## src/rtl/supercar_pkg.sv

```systemverilog
// Shared types, constants and BCD helpers for the supercar light-bar controller.
package supercar_pkg;

  typedef enum logic [1:0] {
    IDLE  = 2'd0,
    RUN   = 2'd1,
    PAUSE = 2'd2
  } state_t;

  localparam logic [1:0] SPEED_MIN = 2'd0;
  localparam logic [1:0] SPEED_MAX = 2'd3;
  localparam int         POS_W     = 4;
  localparam int         BCD_W     = 4;

  typedef logic [2*BCD_W-1:0] bcd2_t;

  // Two-digit BCD increment, 99 wraps to 00.
  function automatic bcd2_t bcd_inc(input bcd2_t v);
    logic [BCD_W-1:0] units;
    logic [BCD_W-1:0] tens;
    units = v[BCD_W-1:0];
    tens  = v[2*BCD_W-1:BCD_W];
    if (units == BCD_W'(9)) begin
      units = '0;
      tens  = (tens == BCD_W'(9)) ? '0 : tens + 1'b1;
    end else begin
      units = units + 1'b1;
    end
    return {tens, units};
  endfunction

  function automatic bcd2_t to_bcd(input int n);
    return {BCD_W'((n / 10) % 10), BCD_W'(n % 10)};
  endfunction

endpackage

```

## src/rtl/step_timer.sv

```systemverilog
// Step-period timer: one-cycle tick every BASE_DIV * 2^(3-speed) enabled cycles.
module step_timer
  import supercar_pkg::*;
#(
  parameter int BASE_DIV = 2_500_000
) (
  input  logic       CLOCK_50,
  input  logic       reset,
  input  logic       en,
  input  logic       clr,
  input  logic [1:0] speed,
  output logic       tick
);

  localparam int CNT_W = $clog2(BASE_DIV << 3);

  logic [CNT_W-1:0] cnt_q;
  logic [CNT_W-1:0] cnt_d;
  logic [CNT_W-1:0] last;

  assign last = CNT_W'((BASE_DIV << (SPEED_MAX - speed)) - 1);
  // >= keeps the timer safe should the period ever shrink below the count.
  assign tick = en && (cnt_q >= last);

  always_comb begin
    cnt_d = cnt_q;
    if (clr || tick) begin
      cnt_d = '0;
    end else if (en) begin
      cnt_d = cnt_q + 1'b1;
    end
  end

  // NOTE: sequential state uses non-blocking assignments so every register samples pre-edge values.
  always_ff @(posedge CLOCK_50 or posedge reset) begin
    if (reset) begin
      cnt_q <= '0;
    end else begin
      cnt_q <= cnt_d;
    end
  end

endmodule

```

## src/rtl/supercar_ctrl.sv

```systemverilog
// Run/pause FSM, speed selector, bouncing position and BCD sweep counter for LEDR[9:0].
// Optional: define SUPERCAR_SWEEP_LIMIT_EN to stop automatically after SWEEP_LIMIT round trips.
module supercar_ctrl
  import supercar_pkg::*;
#(
  parameter int BASE_DIV    = 2_500_000,
  parameter int POS_MAX     = 9,
  parameter int SWEEP_LIMIT = 10
) (
  input  logic             CLOCK_50,
  input  logic             reset,
  input  logic             cmd_run,
  input  logic             cmd_faster,
  input  logic             cmd_slower,
  output logic             step,
  output logic             dir,
  output logic [POS_W-1:0] pos,
  output logic [1:0]       speed,
  output logic             running,
  output logic [7:0]       sweeps_bcd
);

`ifdef SUPERCAR_SWEEP_LIMIT_EN
  localparam bit LIMIT_EN = 1'b1;
`else
  localparam bit LIMIT_EN = 1'b0;
`endif
  localparam bcd2_t            LIMIT_BCD = to_bcd(SWEEP_LIMIT);
  localparam logic [POS_W-1:0] POS_LAST  = POS_W'(POS_MAX);

  state_t           state_q, state_d;
  logic [POS_W-1:0] pos_q, pos_d;
  logic             dir_q, dir_d;
  logic [1:0]       speed_q, speed_d;
  bcd2_t            sweeps_q, sweeps_d;
  logic             step_q, step_d;
  logic             running_q, running_d;
  logic             timer_clr;
  logic             tick;

  step_timer #(
    .BASE_DIV(BASE_DIV)
  ) u_step_timer (
    .CLOCK_50(CLOCK_50),
    .reset   (reset),
    .en      (state_q == RUN),
    .clr     (timer_clr),
    .speed   (speed_q),
    .tick    (tick)
  );

  always_comb begin
    // NOTE: every signal is given a default first, so no path can infer a latch.
    state_d   = state_q;
    pos_d     = pos_q;
    dir_d     = dir_q;
    speed_d   = speed_q;
    sweeps_d  = sweeps_q;
    step_d    = 1'b0;
    timer_clr = 1'b0;

    // Opposing speed commands in one cycle cancel out, timer untouched.
    if (cmd_faster && !cmd_slower && speed_q != SPEED_MAX) begin
      speed_d   = speed_q + 2'd1;
      timer_clr = 1'b1;
    end else if (cmd_slower && !cmd_faster && speed_q != SPEED_MIN) begin
      speed_d   = speed_q - 2'd1;
      timer_clr = 1'b1;
    end

    case (state_q)
      IDLE: begin
        if (cmd_run) begin
          state_d   = RUN;
          sweeps_d  = '0;
          timer_clr = 1'b1;
        end
      end
      RUN: begin
        // A run/pause command outranks a coincident tick.
        if (cmd_run) begin
          state_d = PAUSE;
        end else if (tick) begin
          step_d = 1'b1;
          if (!dir_q) begin
            if (pos_q < POS_LAST) begin
              pos_d = pos_q + 1'b1;
              if (pos_d == POS_LAST) dir_d = 1'b1;
            end
          end else if (pos_q != '0) begin
            pos_d = pos_q - 1'b1;
            if (pos_d == '0) begin
              dir_d    = 1'b0;
              sweeps_d = bcd_inc(sweeps_q);
              if (LIMIT_EN && sweeps_d == LIMIT_BCD) state_d = IDLE;
            end
          end
        end
      end
      PAUSE: begin
        if (cmd_run) begin
          state_d   = RUN;
          timer_clr = 1'b1;
        end
      end
      default: state_d = IDLE;
    endcase

    running_d = (state_d == RUN);
  end

  always_ff @(posedge CLOCK_50 or posedge reset) begin
    if (reset) begin
      state_q   <= IDLE;
      pos_q     <= '0;
      dir_q     <= 1'b0;
      speed_q   <= SPEED_MIN;
      sweeps_q  <= '0;
      step_q    <= 1'b0;
      running_q <= 1'b0;
    end else begin
      state_q   <= state_d;
      pos_q     <= pos_d;
      dir_q     <= dir_d;
      speed_q   <= speed_d;
      sweeps_q  <= sweeps_d;
      step_q    <= step_d;
      running_q <= running_d;
    end
  end

  assign step       = step_q;
  assign dir        = dir_q;
  assign pos        = pos_q;
  assign speed      = speed_q;
  assign running    = running_q;
  assign sweeps_bcd = sweeps_q;

endmodule

```

## config.mk

```make
export PLATFORM = sky130hd
export DESIGN_NAME = supercar_ctrl
export DESIGN_NICKNAME = d
export VERILOG_FILES = /design/src/rtl/supercar_pkg.sv /design/src/rtl/step_timer.sv /design/src/rtl/supercar_ctrl.sv
export SDC_FILE = /design/constraint.sdc
export NUM_CORES = 1
export LEC_CHECK = 0
export BUFFER_PORTS_ARGS = -buffer_cell sky130_fd_sc_hd__buf_2
export CAP_MARGIN = 5
export CORE_ASPECT_RATIO = 1.25
export CORE_MARGIN = 3
export CORE_UTILIZATION = 45
export DETAILED_ROUTE_END_ITERATION = 10
export PLACE_DENSITY = 0.7
export SKIP_CTS_REPAIR_TIMING = 1
export SLEW_MARGIN = 40
export SYNTH_ARGS = -nofsm -noshare
export SYNTH_HDL_FRONTEND = slang
export SYNTH_SLANG_ARGS = --single-unit
```

## constraint.sdc

```tcl
create_clock -name CLOCK_50 -period 3.15 [get_ports CLOCK_50]
set_input_delay 0.1575 -clock CLOCK_50 [delete_from_list [all_inputs] [get_ports CLOCK_50]]
set_output_delay 0.1575 -clock CLOCK_50 [all_outputs]
set_load 0.005 [all_outputs]
```

; Yosys cells after proc, flatten, opt, wreduce, memory -nomap -nowiden
; Cells that the tools add are included.
[classes]
n_addsub = 9
n_mul = 0
n_div = 0
n_lt_le_gt_ge = 2
n_eq_ne = 15
n_shift = 1
muxes = 32
bitwise = 1
n_reduce_logical = 21
[ops]
columns = cell, n
row1 = 25-bit 2-to-1 mux, 2
row2 = 8-bit 2-to-1 mux, 6
row3 = "25-bit by 1-bit adder with 25-bit output, second input constant", 1
row4 = 25-bit >= comparator, 1
row5 = "22-bit by 2-bit << shifter with 25-bit output, first input constant", 1
row6 = "25-bit by 2-bit subtractor with 25-bit output, second input constant", 1
row7 = 4-bit 2-to-1 mux, 6
row8 = "2-bit inequality test, second input constant", 8
row9 = 8-bit one-hot mux with 2 select lines, 1
row10 = "4-bit by 1-bit adder with 4-bit output, second input constant", 3
row11 = "4-bit == test, second input constant", 3
row12 = 1-bit 2-to-1 mux, 12
row13 = 2-bit nonzero test, 5
row14 = 2-bit 2-to-1 mux, 4
row15 = 8-bit AND reduction, 1
row16 = 7-bit AND reduction, 1
row17 = 1-bit logical AND, 5
row18 = 5-bit AND reduction, 1
row19 = "2-bit by 1-bit == test with 1-bit output, second input constant", 2
row20 = 4-bit zero test, 1
row21 = "4-bit < comparator, second input constant", 1
row22 = 2-bit one-hot mux with 2 select lines, 1
row23 = 4-bit nonzero test, 1
row24 = "4-bit by 1-bit subtractor with 4-bit output, second input constant", 1
row25 = 11 further kinds, 12
[word_totals]
ff_bits = 44
latchBits = 0
mem_bits_rw = 0
rom_bits = 0
in_bits = 5
output_inout_bits = 17
elab_cells = 90
mem_count = 0

; Logic depth before layout (Yosys ltp)
; Gate-level depths: netlist (run 1).
[depth]
word_depth = 9
mapped_depth = 12
ltp_nobuf = 10

; Modules after synthesis
; Synthesis (run 1) repeated with hierarchy kept, for this count alone.
[hier_totals]
cells_unflattened = 340
area_unflattened_um2 = 3161.8
[modules_own_cells]
columns = module, instances, cells_per_inst, area_per_inst_um2, seq_area_each_um2
row1 = step_timer, 1, 204, 1946.9, 625.6
row2 = supercar_ctrl, 1, 136, 1214.9, 475.5

; Worst setup path before layout (run 1)
; Ideal clock, no wire load.
[synth_path]
path_kind = register -> register
startpoint = reg speed_q[0] (netlist: speed[0])
endpoint = reg sweeps_q[4] (netlist: sweeps_bcd[4])
setup_time_ps = 81
arrival_time_ps = 2742
required_time_ps = 3069
setup_slack_ps = 327
stages_incl_launch_ff = 12
path_buffers = 1
period_less_slack_ps = 2823
path_cell_list = dfrtp_1 -> inv_1 -> ha_1 -> inv_1 -> ha_1 -> nand4_1 -> nor3_4 -> o2111ai_2 -> and3_1 -> buf_6 -> or4_4 -> o22ai_2
[synth_between]
elab_chain_cells = 7
[synth_rtl]
columns = item, line_no
row1 = from (decl), supercar_ctrl.sv:34  ; logic [1:0] speed_q, speed_d;
row2 = from (signal assigned), supercar_ctrl.sv:125  ; speed_q <= speed_d;
row3 = 2-bit subtractor, step_timer.sv:21  ; assign last = CNT_W'((BASE_DIV << (SPEED_MAX - speed)) - 1);
row4 = 22-bit by 2-bit << shifter with 25-bit output, step_timer.sv:21
row5 = 25-bit by 2-bit subtractor with 25-bit output, step_timer.sv:21
row6 = 25-bit >= comparator, step_timer.sv:23  ; assign tick = en && (cnt_q >= last);
row7 = 1-bit logical AND, step_timer.sv:23
row8 = 2-bit inequality test (no source line), --
row9 = 8-bit AND reduction (no source line), --
row10 = to (signal assigned), supercar_ctrl.sv:126  ; sweeps_q <= sweeps_d;
row11 = to (decl), supercar_ctrl.sv:35  ; bcd2_t sweeps_q, sweeps_d;
; No other way between the ends.
; A chain may end at the register's enable or synchronous reset.

; Worst setup path after layout (run 1)
; Ends and elaborated chain as after synthesis.

==> run summary, run 1 <==
Core ar.: 6730 um^2
Critical path peak fanout: 9
Nets: 425
Slowest cell on crit path: or4_4
Unique masters post-synth: 59
R2R Setup Slk: 0.22 ns
Leakage: 1.655 nW
Crit path arrival time: 3.16 ns
Remaining DRCs: 0
Clk root buf: clkbuf_8
Kind of critical path: reg2reg
Drt via density: 5.786
Detailed Routing Iterations Pass 1: 4
Clk_skew: 0.01265 ns
RSZ-0062 raised after global routing: no
Width of the die: 81.60 um
Final TNS setup: 0 ns
Die H: 100.5 um
Post-synth EDFFs: 0
Syn_nets: 397
Post-synthesis async set-or-reset flop share: 100.0%
Power Dens Cells: 490.3 nW/um^2
Largest net degree at the start of global routing: 45
Diode count: 0
Cell Rows: 33
Post-synthesis sequential area ratio: 34.25%
Die area: 8199 um^2
Class of the worst hold path: in2async
# setup viols final: 0
Clock Latency Late Sink: 0.30 ns
CTS Buf Count: 5
PortBufs: 21
Worst-path cell chain: inv_1 > ha_1 > inv_1 > ha_1 > nand4_1 > nor3_4 > o2111ai_2 > and3_2 > or4_4 > o22ai_2
Commonest non-fill, non-tap cell in the layout: dfrtp_1
Status: finished with violations
Min cycle time layout: 2.933 ns
FF-to-FF End: sweeps_bcd[4]
Worst EP required: 3.38 ns
Share of cells above drive strength 1: 15.32%
Critical path startpoint: speed[0]
Initial antenna violation count: 0
Rel. slew slack: 61.41%
Total Routing Usage GR: 19.42%
GP Congestion: 0.8948
Final wirelength: 7450 um
Clock slew at reported path FFs: 0.09 ns
Failing checks: hold timing
GR Overflow Total: 0
Final Cycle Share: 93.11%
Ys Warns: 0
R2R depth: 10
Initial Utilization: 47.76%
Worst r2r src: speed[0]
Vias: 2731
1st-iter DRT viols: 73
Area Overhead vs Synth: 10.67%
CTS tree: built
First-pass GRT wire length: 12660 um
Synthesized instance count: 356
# IOs: 22
Largest delay share family, worst path: simple AND/OR/NAND/NOR gates
Layout Utilization: 52.85%
Avg WL per Cell: 15.78 um
WP buf/inv: 2
Final hold vios: 26
Most frequent cells in the layout: dfrtp_1, nand2_1, ha_1, nor2_1, buf_2
Slew Limit Fails: 0
Mapped Area: 3214 um^2
Worst setup EP type: flop
Max-Cap Viols: 0
Clk buf depth: 2
Maximum vdd ir drop: 0.2343 mV
H-tree depth: 2
CTS sink cnt: 44
DP HPWL: 5698 um
Critical path's largest stage delay: 0.55 ns
Slew at the pin closest to its max-slew limit: 0.5789 ns
Main synth FF type: dfrtp_1
#FFs+latches synth: 44
Vias in the first global route: 2677
Hold WS: -0.02661 ns
Highest clock rate: 341.0 MHz
Worst setup SP type: flop
Routed Antenna Nets: 0
Mapped Avg Cell Area: 9.029 um^2
[per-stage QoR]
step | worst slack [ns] | std cells | hold WS (ns) | power (W) | area, um^2
floorplan | 0.3271 | 356 | 0.2310 | 0.001155 | 3214
global placement | 0.2145 | 464 | 0.3205 | 0.001343 | 3456
detailed placement | 0.07321 | 464 | 0.3281 | 0.001376 | 3461
CTS | 0.04635 | 472 | -0.001517 | 0.001755 | 3555
global route | 0.008737 | 472 | 0.03849 | 0.001866 | 3557
finish | 0.2170 | 472 | -0.02661 | 0.001744 | 3557
[worst max path at each step]
| stage | depth (start not counted) | to | slack [ns] |
|---|---|---|---|
| after floorplan | 11 | sweeps_bcd[4] | 0.33 |
| after global placement | 10 | sweeps_bcd[4] | 0.21 |
| after detailed placement | 10 | sweeps_bcd[4] | 0.07 |
| after CTS | 10 | sweeps_bcd[4] | 0.05 |
| after global routing | 10 | sweeps_bcd[4] | 0.009 |
| final | 10 | sweeps_bcd[4] | 0.22 |
[cell type report]
class / instances / area [um^2]
fillers: 631 / 3173
clock inverters: 1 / 7.507
flip-flops and latches: 44 / 1102
multi-input cells: 282 / 1997
repair buffers: 31 / 180.2
clock buffers: 7 / 86.33
well taps: 87 / 108.9
inverters: 20 / 75.07
[state kept, by name, indices dropped and copies added (netlist names)]
register,flops
sweeps_bcd,8
speed,2
step,1
pos,4
u_step_timer.cnt_q,25
dir,1
state_q,2
running,1
[worst reg2reg max path: cells and delay by family, from the launching register on]
family / cells / cell delay [ns]
AOI/OAI and AO/OA: 2 / 0.30
adders and majority gates: 2 / 0.67
buffers and inverters: 2 / 0.23
and+or+nand+nor: 4 / 1.22
DFF: 1 / 0.44
[power breakdown]
part	leakage, nW	internal [W]	switching [W]
combinational	1.01	0.000271	0.000450
sequential	0.597	0.000601	0.0000465
clock	0.0445	0.000179	0.000198
total	1.65	0.00105	0.000694
[cell families (layout without fill, tap and decap cells)]
kind of cell | Yosys count | count (layout) | share of synthesized area [%]
adder cells (fa/ha/maj) | 36 | 36 | 14.01
multiplexers | 7 | 7 | 2.219
buffers and inverters | 30 | 59 | 3.815
XOR/XNOR | 17 | 17 | 4.632
AO/OA/AOI/OAI | 67 | 67 | 14.40
AND/OR/NAND/NOR | 155 | 155 | 26.66
flip-flops | 44 | 44 | 34.25
[cells in the mapped netlist, types with 6 or more instances]
master    instances  share of area, %
inv_1            20               2.3
and3_1           10               1.9
dfrtp_1          44                34
nor2_1           30               3.5
xor2_1            7               1.9
nand4_1          12               2.3
clkbuf_1          7              0.82
nand2_1          38               4.4
a22o_1            6               1.6
ha_1             36                14
mux2i_1           6               1.9
a21oi_1          15               2.3
nor3_1            7               1.1
xnor2_1          10               2.7
nand3_1          17               2.6
o31ai_1           7               1.6
o21ai_0          12               1.9
[per-layer routing]
metal | up-vias | global-route usage [%] | share of wire [%]
met4 | 0 | 9.207 | 2.7
met1 | 1312 | 23.64 | 43
met2 | 62 | 33.19 | 51
met5 | - | 0 | 0
li1 | 1340 | - | -
met3 | 17 | 2.862 | 3.2
Power figures use the tool's default switching activity.
==> run 2, diff against run 1 <==
Settings changed: CORE_ASPECT_RATIO 1.25 to unset.
==> run summary, run 2 (synthesis gave the netlist of run 1 again) <==
Rel. slew slack: 48.05% (-13 points)
Fillers: 640 (+1.4%)
Initial Utilization: 46.79% (-0.97 points)
Sw Share: 39.26% (-0.51 points)
# IOs: 22 (unchanged)
Cell mode on critical path: ha_1
Max-Cap Viols: 0 (unchanged)
Crit path arrival time: 3.16 ns (about the same)
Class of the worst hold path: in2reg
Status: completed
Pre-CTS WS: 0.08566 ns (+0.01246 ns)
Logic pwr share: 42.0% (+0.7 points)
Clk_skew: 0.009669 ns (-0.002979 ns)
Most frequent cells in the layout: dfrtp_1, nand2_1, ha_1, nor2_1, buf_2
Slew at the pin closest to its max-slew limit: 0.7776 ns (+0.1987 ns)
Multi-input gate area: 2001 um^2 (+0.19%)
Nets: 428 (+0.71%)
Drt via density: 5.599 (-3.2%)
Die H: 90.52 um (-9.9%)
Max reg flops: 25 (unchanged)
Clock Latency Late Sink: 0.30 ns (about the same)
Share of cells above drive strength 1: 15.98% (+0.65 points)
Power Dens Cells: 487.2 nW/um^2 (-0.64%)
Final hold vios: 0 (-100%)
Cell Rows: 30 (-9.1%)
GP Congestion: 0.8898 (-0.56%)
Critical path's largest stage delay: 0.54 ns (about the same)
Area Overhead vs Synth: 11.91%
PortBufs: 21 (unchanged)
CTS sink cnt: 44 (unchanged)
Commonest non-fill, non-tap cell in the layout: dfrtp_1
Min cycle time layout: 2.938 ns (+0.004693 ns)
Worst EP required: 3.37 ns (about the same)
Die area: 8193 um^2 (about the same)
Initial antenna violation count: 0 (unchanged)
CTS tree: built
Pint: 0.001064 W (+1.3%)
Worst setup margin: 0.2124 ns (-0.004693 ns)
RSZ-0062 raised after global routing: no
Reg power frac: 36.6% (-0.5 points)
Total Routing Usage GR: 18.67% (-0.74 points)
Largest Register: u_step_timer.cnt_q
Largest delay share family, worst path: simple AND/OR/NAND/NOR gates
Final TNS setup: 0 ns (unchanged)
Worst setup SP type: flop
Maximum vdd ir drop: 0.2166 mV (-7.5%)
Largest net degree at the start of global routing: 45 (unchanged)
GR Overflow Total: 0 (unchanged)
Worst-path cell chain: buf_4 > ha_1 > xor2_1 > ha_1 > nand2_1 > nor4_1 > o2111ai_2 > and3_4 > or4_4 > o22ai_2
WP buf/inv: 1 (-1)
CTS Buf Count: 5 (unchanged)
Core ar.: 6869 um^2 (+2.1%)
Clock slew at reported path FFs: 0.09 ns (about the same)
Clock power share: 21.4% (-0.2 points)
Width of the die: 90.52 um (+11%)
Highest clock rate: 340.4 MHz (-0.16%)
Leakage: 1.682 nW (+1.6%)
H-tree depth: 2 (unchanged)
Avg WL per Cell: 15.10 um (-4.4%)
Clk buf depth: 2 (unchanged)
Final wirelength: 7306 um (-1.9%)
Critical path peak fanout: 13 (+4)
First-pass GRT wire length: 12800 um (+1.1%)
DP HPWL: 5449 um (-4.4%)
# setup viols final: 0 (unchanged)
Register area: 1101 um^2 (-0.11%)
Vias: 2710 (-0.77%)
Sw Pwr: 0.0006881 W (-0.82%)
Worst setup EP type: flop
Diode count: 0 (unchanged)
Slowest cell on crit path: or4_4
Slew Limit Fails: 0 (unchanged)
Final Cycle Share: 93.26% (+0.15 points)
Remaining DRCs: 0 (unchanged)
Clk root buf: clkbuf_8
Routed Antenna Nets: 0 (unchanged)
Detailed Routing Iterations Pass 1: 4 (unchanged)
Vias in the first global route: 2689 (+0.45%)
Kind of critical path: reg2reg
1st-iter DRT viols: 188 (+160%)
-- run 2: metrics by stage --
step           hold WS [ns]  power, W  area (um^2)  utilization, %  instances
2_1_floorplan        0.2310  0.001155         3214               -        356
3_3_place_gp         0.4289  0.001363         3482           50.69        475
3_5_place_dp         0.2649  0.001387         3490           50.80        475
4_1_cts            -0.06237  0.001766         3582           52.15        483
5_1_grt              0.1343  0.001895         3597           52.37        484
6_report             0.1331  0.001752         3597           52.37        484
-- run 2: routing by layer --
metal | vias up | global-route usage, % | wire length, um
li1 | 1358 | - | -
met1 | 1278 | 25.60 | 3471
met2 | 61 | 30.33 | 3452
met3 | 13 | 2.917 | 270
met4 | 0 | 5.612 | 112
met5 | - | 0 | 0
-- run 2: worst register-to-register path, cell delays in order (launching register included) --
cell and delay, ns:
dfrtp_1 0.42, buf_4 0.17, ha_1 0.22, xor2_1 0.16
ha_1 0.30, nand2_1 0.07, nor4_1 0.37, o2111ai_2 0.21
and3_4 0.26, or4_4 0.55, o22ai_2 0.14
-- run 2: final timing paths --
path / to / from / cells after the start / slack (ns)
worst max-delay path: sweeps_bcd[4] / speed[0] / 10 / 0.21
worst min-delay path: step / cmd_run / 2 / 0.13
worst max register to register: sweeps_bcd[4] / speed[0] / 10 / 0.21
worst min register to register: sweeps_bcd[3] / sweeps_bcd[3] / 1 / 0.53
max in group asynchronous: u_step_timer.cnt_q[11] / reset / 3 / 2.30
min in group asynchronous: pos[2] / reset / 3 / 0.46
-- run 2: power groups by stage --
stage	combinational, W	sequential [W]	clock, W
6_report	0.000736	0.000642	0.000374
3_5_place_dp	0.000733	0.000653	0
2_1_floorplan	0.000495	0.000660	0
5_1_grt	0.000838	0.000651	0.000406
4_1_cts	0.000740	0.000642	0.000384
3_3_place_gp	0.000711	0.000653	0
-- run 2: final cells by class --
| cell class | instances | area share [%] |
|---|---|---|
| repair buffers | 34 | 5.704 |
| multi-input cells | 282 | 55.62 |
| clock inverters | 2 | 0.2783 |
| well taps | 96 | 3.339 |
| flip-flops and latches | 44 | 30.61 |
| clock buffers | 6 | 2.296 |
| inverters | 20 | 2.157 |
